<file path="src/rtl/stream_mux_pkg.sv">
// rtl/stream_mux_pkg.sv - shared mode encodings and helpers for the round-robin stream mux
//
// Purpose: single home for the arbitration mode encoding so the top level and
// the arbiter agree on it, plus the pointer wrap helper used by both.
// Ports: none (package).

package stream_mux_pkg;

    typedef enum logic [1:0] {
        MODE_FIXED = 2'b00,
        MODE_RR    = 2'b01,
        MODE_FORCE = 2'b10,
        MODE_RSVD  = 2'b11
    } mode_e;

    // Next round-robin position after idx, wrapping at n.
    function automatic int wrap_inc(input int idx, input int n);
        return (idx + 1 >= n) ? 0 : idx + 1;
    endfunction

endpackage

</file>
<file path="src/rtl/rr_arbiter.sv">
// rtl/rr_arbiter.sv - combinational grant selection for the stream mux
//
// Purpose: picks at most one requesting channel according to the arbitration
// mode. Purely combinational; the pointer is owned by the top level.
// Ports:
//   req      [NCH]  per-channel request (in_valid)
//   ptr      [SW]   round-robin search start
//   mode     [2]    arbitration mode (mode_e encoding)
//   sel      [SW]   forced-select channel index
//   gnt      [NCH]  one-hot grant, zero when nothing is granted
//   gnt_idx  [SW]   index of the granted channel (0 when no grant)

module rr_arbiter
    import stream_mux_pkg::*;
#(
    parameter int  NCH = 3,
    localparam int SW  = $clog2(NCH)
) (
    input  logic [NCH-1:0] req,
    input  logic [SW-1:0]  ptr,
    input  logic [1:0]     mode,
    input  logic [SW-1:0]  sel,
    output logic [NCH-1:0] gnt,
    output logic [SW-1:0]  gnt_idx
);

    mode_e mode_w;
    int    start;
    int    force_idx;
    int    k;
    logic  found;

    assign mode_w = mode_e'(mode);

    always_comb begin
        gnt       = '0;
        gnt_idx   = '0;
        found     = 1'b0;
        k         = 0;
        // Fixed priority is a round-robin scan that always starts at channel 0;
        // MODE_RR and the reserved encoding both scan from the pointer.
        start     = (mode_w == MODE_FIXED) ? 0 : (int'(ptr) % NCH);
        // Out-of-range select indices clamp to the highest channel.
        force_idx = (int'(sel) >= NCH) ? NCH - 1 : int'(sel);

        if (mode_w == MODE_FORCE) begin
            if (req[force_idx]) begin
                gnt[force_idx] = 1'b1;
                gnt_idx        = SW'(force_idx);
            end
        end else begin
            for (int i = 0; i < NCH; i++) begin
                k = (start + i) % NCH;
                if (!found && req[k]) begin
                    found   = 1'b1;
                    gnt[k]  = 1'b1;
                    gnt_idx = SW'(k);
                end
            end
        end
    end

endmodule

</file>
<file path="src/rtl/stream_mux_rr.sv">
// rtl/stream_mux_rr.sv - N-to-1 stream multiplexer with selectable arbitration
//
// Purpose: merges NCH valid/ready input streams into one registered output
// stream. One beat register; a new beat may load on the same edge the held
// beat leaves, so full throughput is sustained.
// Ports:
//   clk, rst_n          clock, asynchronous active-low reset
//   in_valid  [NCH]     per-channel valid
//   in_data   [NCH*W]   channel k at [k*W +: W]
//   in_ready  [NCH]     per-channel accept, one-hot or zero
//   mode      [2]       00 fixed, 01 round-robin, 10 forced select, 11 = 01
//   sel       [SW]      forced-select channel
//   out_valid           output register holds a beat
//   out_data  [W]       registered beat
//   out_ready           downstream accept
//   out_ch    [SW]      source channel of out_data

module stream_mux_rr
    import stream_mux_pkg::*;
#(
    parameter int  NCH = 3,
    parameter int  W   = 8,
    localparam int SW  = $clog2(NCH)
) (
    input  logic             clk,
    input  logic             rst_n,
    input  logic [NCH-1:0]   in_valid,
    input  logic [NCH*W-1:0] in_data,
    output logic [NCH-1:0]   in_ready,
    input  logic [1:0]       mode,
    input  logic [SW-1:0]    sel,
    output logic             out_valid,
    output logic [W-1:0]     out_data,
    input  logic             out_ready,
    output logic [SW-1:0]    out_ch
);

    logic           out_valid_q, out_valid_d;
    logic [W-1:0]   out_data_q,  out_data_d;
    logic [SW-1:0]  out_ch_q,    out_ch_d;
    logic [SW-1:0]  rr_ptr_q,    rr_ptr_d;

    logic [NCH-1:0] gnt;
    logic [SW-1:0]  gnt_idx;
    logic           stage_free;
    logic           accept;

    rr_arbiter #(
        .NCH (NCH)
    ) u_arb (
        .req     (in_valid),
        .ptr     (rr_ptr_q),
        .mode    (mode),
        .sel     (sel),
        .gnt     (gnt),
        .gnt_idx (gnt_idx)
    );

    // The register can take a beat if it is empty or its beat leaves this edge.
    assign stage_free = !out_valid_q || out_ready;

    // rst_n gates in_ready so nothing appears accepted while reset is held.
    assign in_ready = (rst_n && stage_free) ? gnt : '0;
    assign accept   = rst_n && stage_free && (|gnt);

    always_comb begin
        out_valid_d = out_valid_q;
        out_data_d  = out_data_q;
        out_ch_d    = out_ch_q;
        rr_ptr_d    = rr_ptr_q;

        if (accept) begin
            out_valid_d = 1'b1;
            out_data_d  = in_data[int'(gnt_idx) * W +: W];
            out_ch_d    = gnt_idx;
            rr_ptr_d    = SW'(wrap_inc(int'(gnt_idx), NCH));
        end else if (out_ready) begin
            out_valid_d = 1'b0;
        end
    end

    always_ff @(posedge clk or negedge rst_n) begin
        if (!rst_n) begin
            out_valid_q <= 1'b0;
            out_data_q  <= '0;
            out_ch_q    <= '0;
            rr_ptr_q    <= '0;
        end else begin
            out_valid_q <= out_valid_d;
            out_data_q  <= out_data_d;
            out_ch_q    <= out_ch_d;
            rr_ptr_q    <= rr_ptr_d;
        end
    end

    assign out_valid = out_valid_q;
    assign out_data  = out_data_q;
    assign out_ch    = out_ch_q;

endmodule

</file>
<file path="config.mk">
export PLATFORM = sky130hd
export DESIGN_NAME = stream_mux_rr
export DESIGN_NICKNAME = d
export VERILOG_FILES = /design/src/rtl/stream_mux_pkg.sv /design/src/rtl/rr_arbiter.sv /design/src/rtl/stream_mux_rr.sv
export SDC_FILE = /design/constraint.sdc
export NUM_CORES = 1
export LEC_CHECK = 0
export ABC_CLOCK_PERIOD_IN_PS = 3690
export CAP_MARGIN = 10
export CORE_MARGIN = 2
export CORE_UTILIZATION = 37
export DETAILED_ROUTE_END_ITERATION = 16
export PLACE_DENSITY_LB_ADDON = 0.1
export SETUP_SLACK_MARGIN = 0.4
export SLEW_MARGIN = 20
export SYNTH_ARGS = -nofsm -noshare
export SYNTH_HDL_FRONTEND = slang
export SYNTH_SLANG_ARGS = --single-unit
</file>
<file path="constraint.sdc">
create_clock -name clk -period 3.69 [get_ports clk]
set_input_delay 0.738 -clock clk [delete_from_list [all_inputs] [get_ports clk]]
set_output_delay 0.738 -clock clk [all_outputs]
set_load 0.01 [all_outputs]
</file>
==> results_dict.tcl <==
set metrics [dict create \
    outcome "completed" \
    cts.root.buffer_cell "sky130_fd_sc_hd__clkbuf_4" \
    fin_ws_ns 0.280 \
    drive_above_1_share_pct 31.8 \
    most_frequent_cell_on_the_critical_path "sky130_fd_sc_hd__buf_6" \
    fin_worst_hold_slack_ns 0.517 \
    die_area_um2 3790 \
    critical_path_cell_by_cell "buf_8 -> nor2_4 -> or3b_4 -> inv_4 -> ha_4 -> buf_6 -> nand2b_4 -> a32o_2 -> o21a_1 -> a221o_1 -> nor2b_4 -> buf_6" \
    cts-root-to-sink-buffers 2 \
    timing.slew.headroom_pct 67.1 \
    fin_worst_skew_ns 0.00542 \
    worst_r2r_endpoint "rr_ptr_q[1]$_DFFE_PN0P_" \
    critical_path_required_ns 2.95 \
    drt-total-wl_um 4170 \
    synth.distinct_cells 39 \
    max_freq_mhz 293 \
    cts_hold_buf 0 \
    power.combinational.fraction_pct 74.5 \
    clk_latency_ns 0.28 \
    type_of_element_launching_the_critical_path "primary input" \
    ys_seq_area_share_pct 26.6 \
    rrSetupSlack_ns 0.62 \
    p_sw_uw 564 \
    first_iter_violations 113 \
    slew_at_the_pin_closest_to_its_max_slew_limit_ns 0.492 \
    dp_slack_ns -0.612 \
    power.switching_fraction_pct 40.9 \
    largest_cells_by_area_after_synthesis "sky130_fd_sc_hd__dfrtp_1, sky130_fd_sc_hd__nand2b_1, sky130_fd_sc_hd__o41ai_1" \
    grt_first_pass_wirelength_um 6470 \
    post_layout_instance_area_um2 2140 \
    share_seq_of_total_power_pct 18.9 \
    period_needed_ns 3.41 \
    postSynth.topFlopCell "sky130_fd_sc_hd__dfrtp_1" \
    initial_utilization_pct 39.5 \
    grt_pass1_vias 1416 \
    placement.io_buffers 47 \
    max_stage_delay_ns 0.33 \
    detail_route.drc_violations 0 \
    report.final.slew_viol_count 0 \
    syn-cell-area_um2 1220 \
    static-leakage-power_uw 0.000913 \
    post_drt_wl_per_cell_um 15.6 \
    antenna_cells 0 \
    largest_net_degree_at_the_start_of_global_routing 16 \
    numCtsBuffers 3 \
    first_pass_iters 4 \
    detail-route-antenna-nets 0 \
    hold_path.startpoint "out_ch[0]$_DFFE_PN0P_" \
    worst-setup-path-type "primary input to primary output" \
    grt_antenna_before_repair 0 \
    min_path_type "flip-flop to flip-flop" \
    intPower_uw 817 \
    grt_use_total_pct 23.1 \
    grt_setup_unrepaired "true" \
    mappedNetlistNets 183 \
    period_share_pct 92.4 \
    worstPathArrival_ns 2.67 \
    worst-path-max-fanout 3 \
    clock_sink_count 13 \
    dr_total_vias 1457 \
    floorplan.die.height_um 61.5 \
    worst_path_max_delay_cell "sky130_fd_sc_hd__a221o_1" \
    cell_type_with_the_highest_aggregate_area_in_the_netlist "sky130_fd_sc_hd__dfrtp_1" \
    gr-total-overflow 0 \
    min_delay_path_depth 1 \
    postSynthCellCount 145 \
    critical_path.endpoint_type "primary output" \
    gp_congestion 0.809 \
    n_fill_cell 282 \
    power.share.clock_pct 6.6 \
    irDropWorstVdd_mv 0.374 \
    worstRegToRegCells 11 \
    synth_top_area_share_pct 26.6 \
    fp-row-count 20 \
    worst_setup_hold_path_clk_slew_ns 0.09 \
    hold_violations 0 \
    htree_num_levels 1 \
    setup_viol 0 \
    num-nets-final 262 \
    count_of_boundary_i_o_pins 48 \
    fp.coreArea_um2 3100 \
    finalPower_uw 1380 \
    worst_r2r_startpoint "rr_ptr_q[1]$_DFFE_PN0P_" \
    ys_seq_elements 13 \
    max_cap_check_violation_count 0 \
    power_density_nw_per_um2 644 \
    synth_enable_flop_cells 0 \
    via_per_inst 5.46 \
    synthArstFlopShare_pct 100 \
    yosys_warnings 0 \
    placedInstanceArea_um2 1990 \
    areaGrowthSynthToFinish_pct 75.1 \
    dp_hpwl_um 3100 \
    min_delay_worst_endpoint "out_ch[0]$_DFFE_PN0P_" \
    syn-mean-instance-area_um2 8.45 \
    floorplan.die.width_um 61.5 \
    cts_tree "built" \
]
cell usage in the layout, fill, tap and decap left out, drive strengths merged:
master / Yosys / routed
nand2: 10 / 10
clkbuf: 5 / 3
a221o: 1 / 1
clkdlybuf4s50: 0 / 42
nand3: 12 / 12
nor4bb: 2 / 2
nand2b: 15 / 15
a21boi: 1 / 1
buf: 6 / 43
or3b: 1 / 1
mux2: 5 / 5
o211ai: 2 / 2
and3: 1 / 1
a21o: 3 / 3
a32o: 1 / 1
and2: 3 / 3
a22oi: 8 / 8
dfrtp: 13 / 13
o21a: 3 / 3
o41ai: 8 / 8
o21ai: 5 / 5
o31ai: 3 / 3
clkinv: 0 / 1
a31oi: 8 / 8
nand3b: 2 / 2
nor2: 5 / 5
nor3b: 3 / 3
nor2b: 3 / 3
a211oi: 1 / 1
o311a: 1 / 1
inv: 3 / 3
o22ai: 1 / 1
o22a: 1 / 1
ha: 4 / 4
a21oi: 2 / 2
o221ai: 1 / 1
o2111ai: 1 / 1
or4b: 1 / 1
logic make-up after synthesis:
group                    Yosys count  synth area share [%]
multiplexers                       5                  5.21
flip-flops                        13                  26.6
buffers and inverters             14                  5.92
AO/OA/AOI/OAI                     51                  30.6
adder cells (fa/ha/maj)            4                  4.09
AND/OR/NAND/NOR                   58                  27.6
metal layers:
metal	share of wire (%)	vias to the layer above	track usage (%)
li1	-	717	-
met1	46	689	30.6
met4	0.19	0	3.95
met3	4.7	2	4.83
met5	0	-	0
met2	49	49	39.1
registers in the layout, summed over array words and instances, names as in the netlist:
| name | cells |
|---|---|
| rr_ptr_q | 2 |
| out_valid | 1 |
| out_data | 8 |
| out_ch | 2 |
worst max-delay path, delay by kind of cell:
family | cells | cell delay (ns)
AOI/OAI and AO/OA | 3 | 0.79
adders and majority gates | 1 | 0.16
buffers and inverters | 4 | 0.39
and+or+nand+nor | 4 | 0.59
synthesized netlist by cell type, drive strengths merged, types with 2 or more instances:
cell type   n
nand2b     15
dfrtp      13
nand3      12
nand2      10
a22oi       8
a31oi       8
o41ai       8
buf         6
clkbuf      5
mux2        5
nor2        5
o21ai       5
ha          4
a21o        3
and2        3
inv         3
nor2b       3
nor3b       3
o21a        3
o31ai       3
a21oi       2
nand3b      2
nor4bb      2
o211ai      2
how the worst max path moves through the flow:
stage | start | to | slack, ns | cells past startpoint
after floorplan | mode[1] | in_ready[0] | 0.39 | 11
after global placement | mode[1] | in_ready[0] | -0.55 | 12
after detailed placement | mode[1] | in_ready[0] | -0.61 | 12
after CTS | mode[0] | in_ready[0] | 0.28 | 12
after global routing | mode[1] | in_ready[1] | 0.21 | 11
final | mode[1] | in_ready[0] | 0.28 | 12
power groups by stage:
| stage | logic [µW] | registers, µW | clock network, µW |
|---|---|---|---|
| 2_1_floorplan | 541 | 283 | 0 |
| 3_3_place_gp | 935 | 261 | 0 |
| 3_5_place_dp | 948 | 263 | 0 |
| 4_1_cts | 984 | 262 | 93.0 |
| 5_1_grt | 1110 | 269 | 104 |
| 6_report | 1030 | 261 | 90.8 |
per-stage QoR:
step	TNS (ns)	utilization, %	std cells
2_1_floorplan	0	-	145
3_3_place_gp	-4.40	64.0	256
3_5_place_dp	-5.47	64.0	256
4_1_cts	0	67.5	266
5_1_grt	0	69.1	267
6_report	0	69.1	267
area by class of cell:
| class | count | area [µm²] | area share (%) |
|---|---|---|---|
| flip-flops and latches | 13 | 325 | 15.2 |
| repair buffers | 85 | 773 | 36.1 |
| clock buffers | 3 | 22.5 | 1.05 |
| clock inverters | 1 | 5.00 | 0.233 |
| multi-input cells | 118 | 950 | 44.3 |
| inverters | 3 | 13.8 | 0.642 |
| well taps | 44 | 55.1 | 2.57 |
timing repair:
| action | 4_1_cts | 5_1_grt |
|---|---|---|
| setup endpoints to repair | 15 | 3 |
| gates cloned | 0 | 0 |
| setup buffers | 6 | 1 |
| resized for setup | 34 | 8 |
| pin swaps | 9 | 6 |
| hold endpoints to repair | 0 | 0 |
Note: power is estimated with default switching activity, not from simulation.
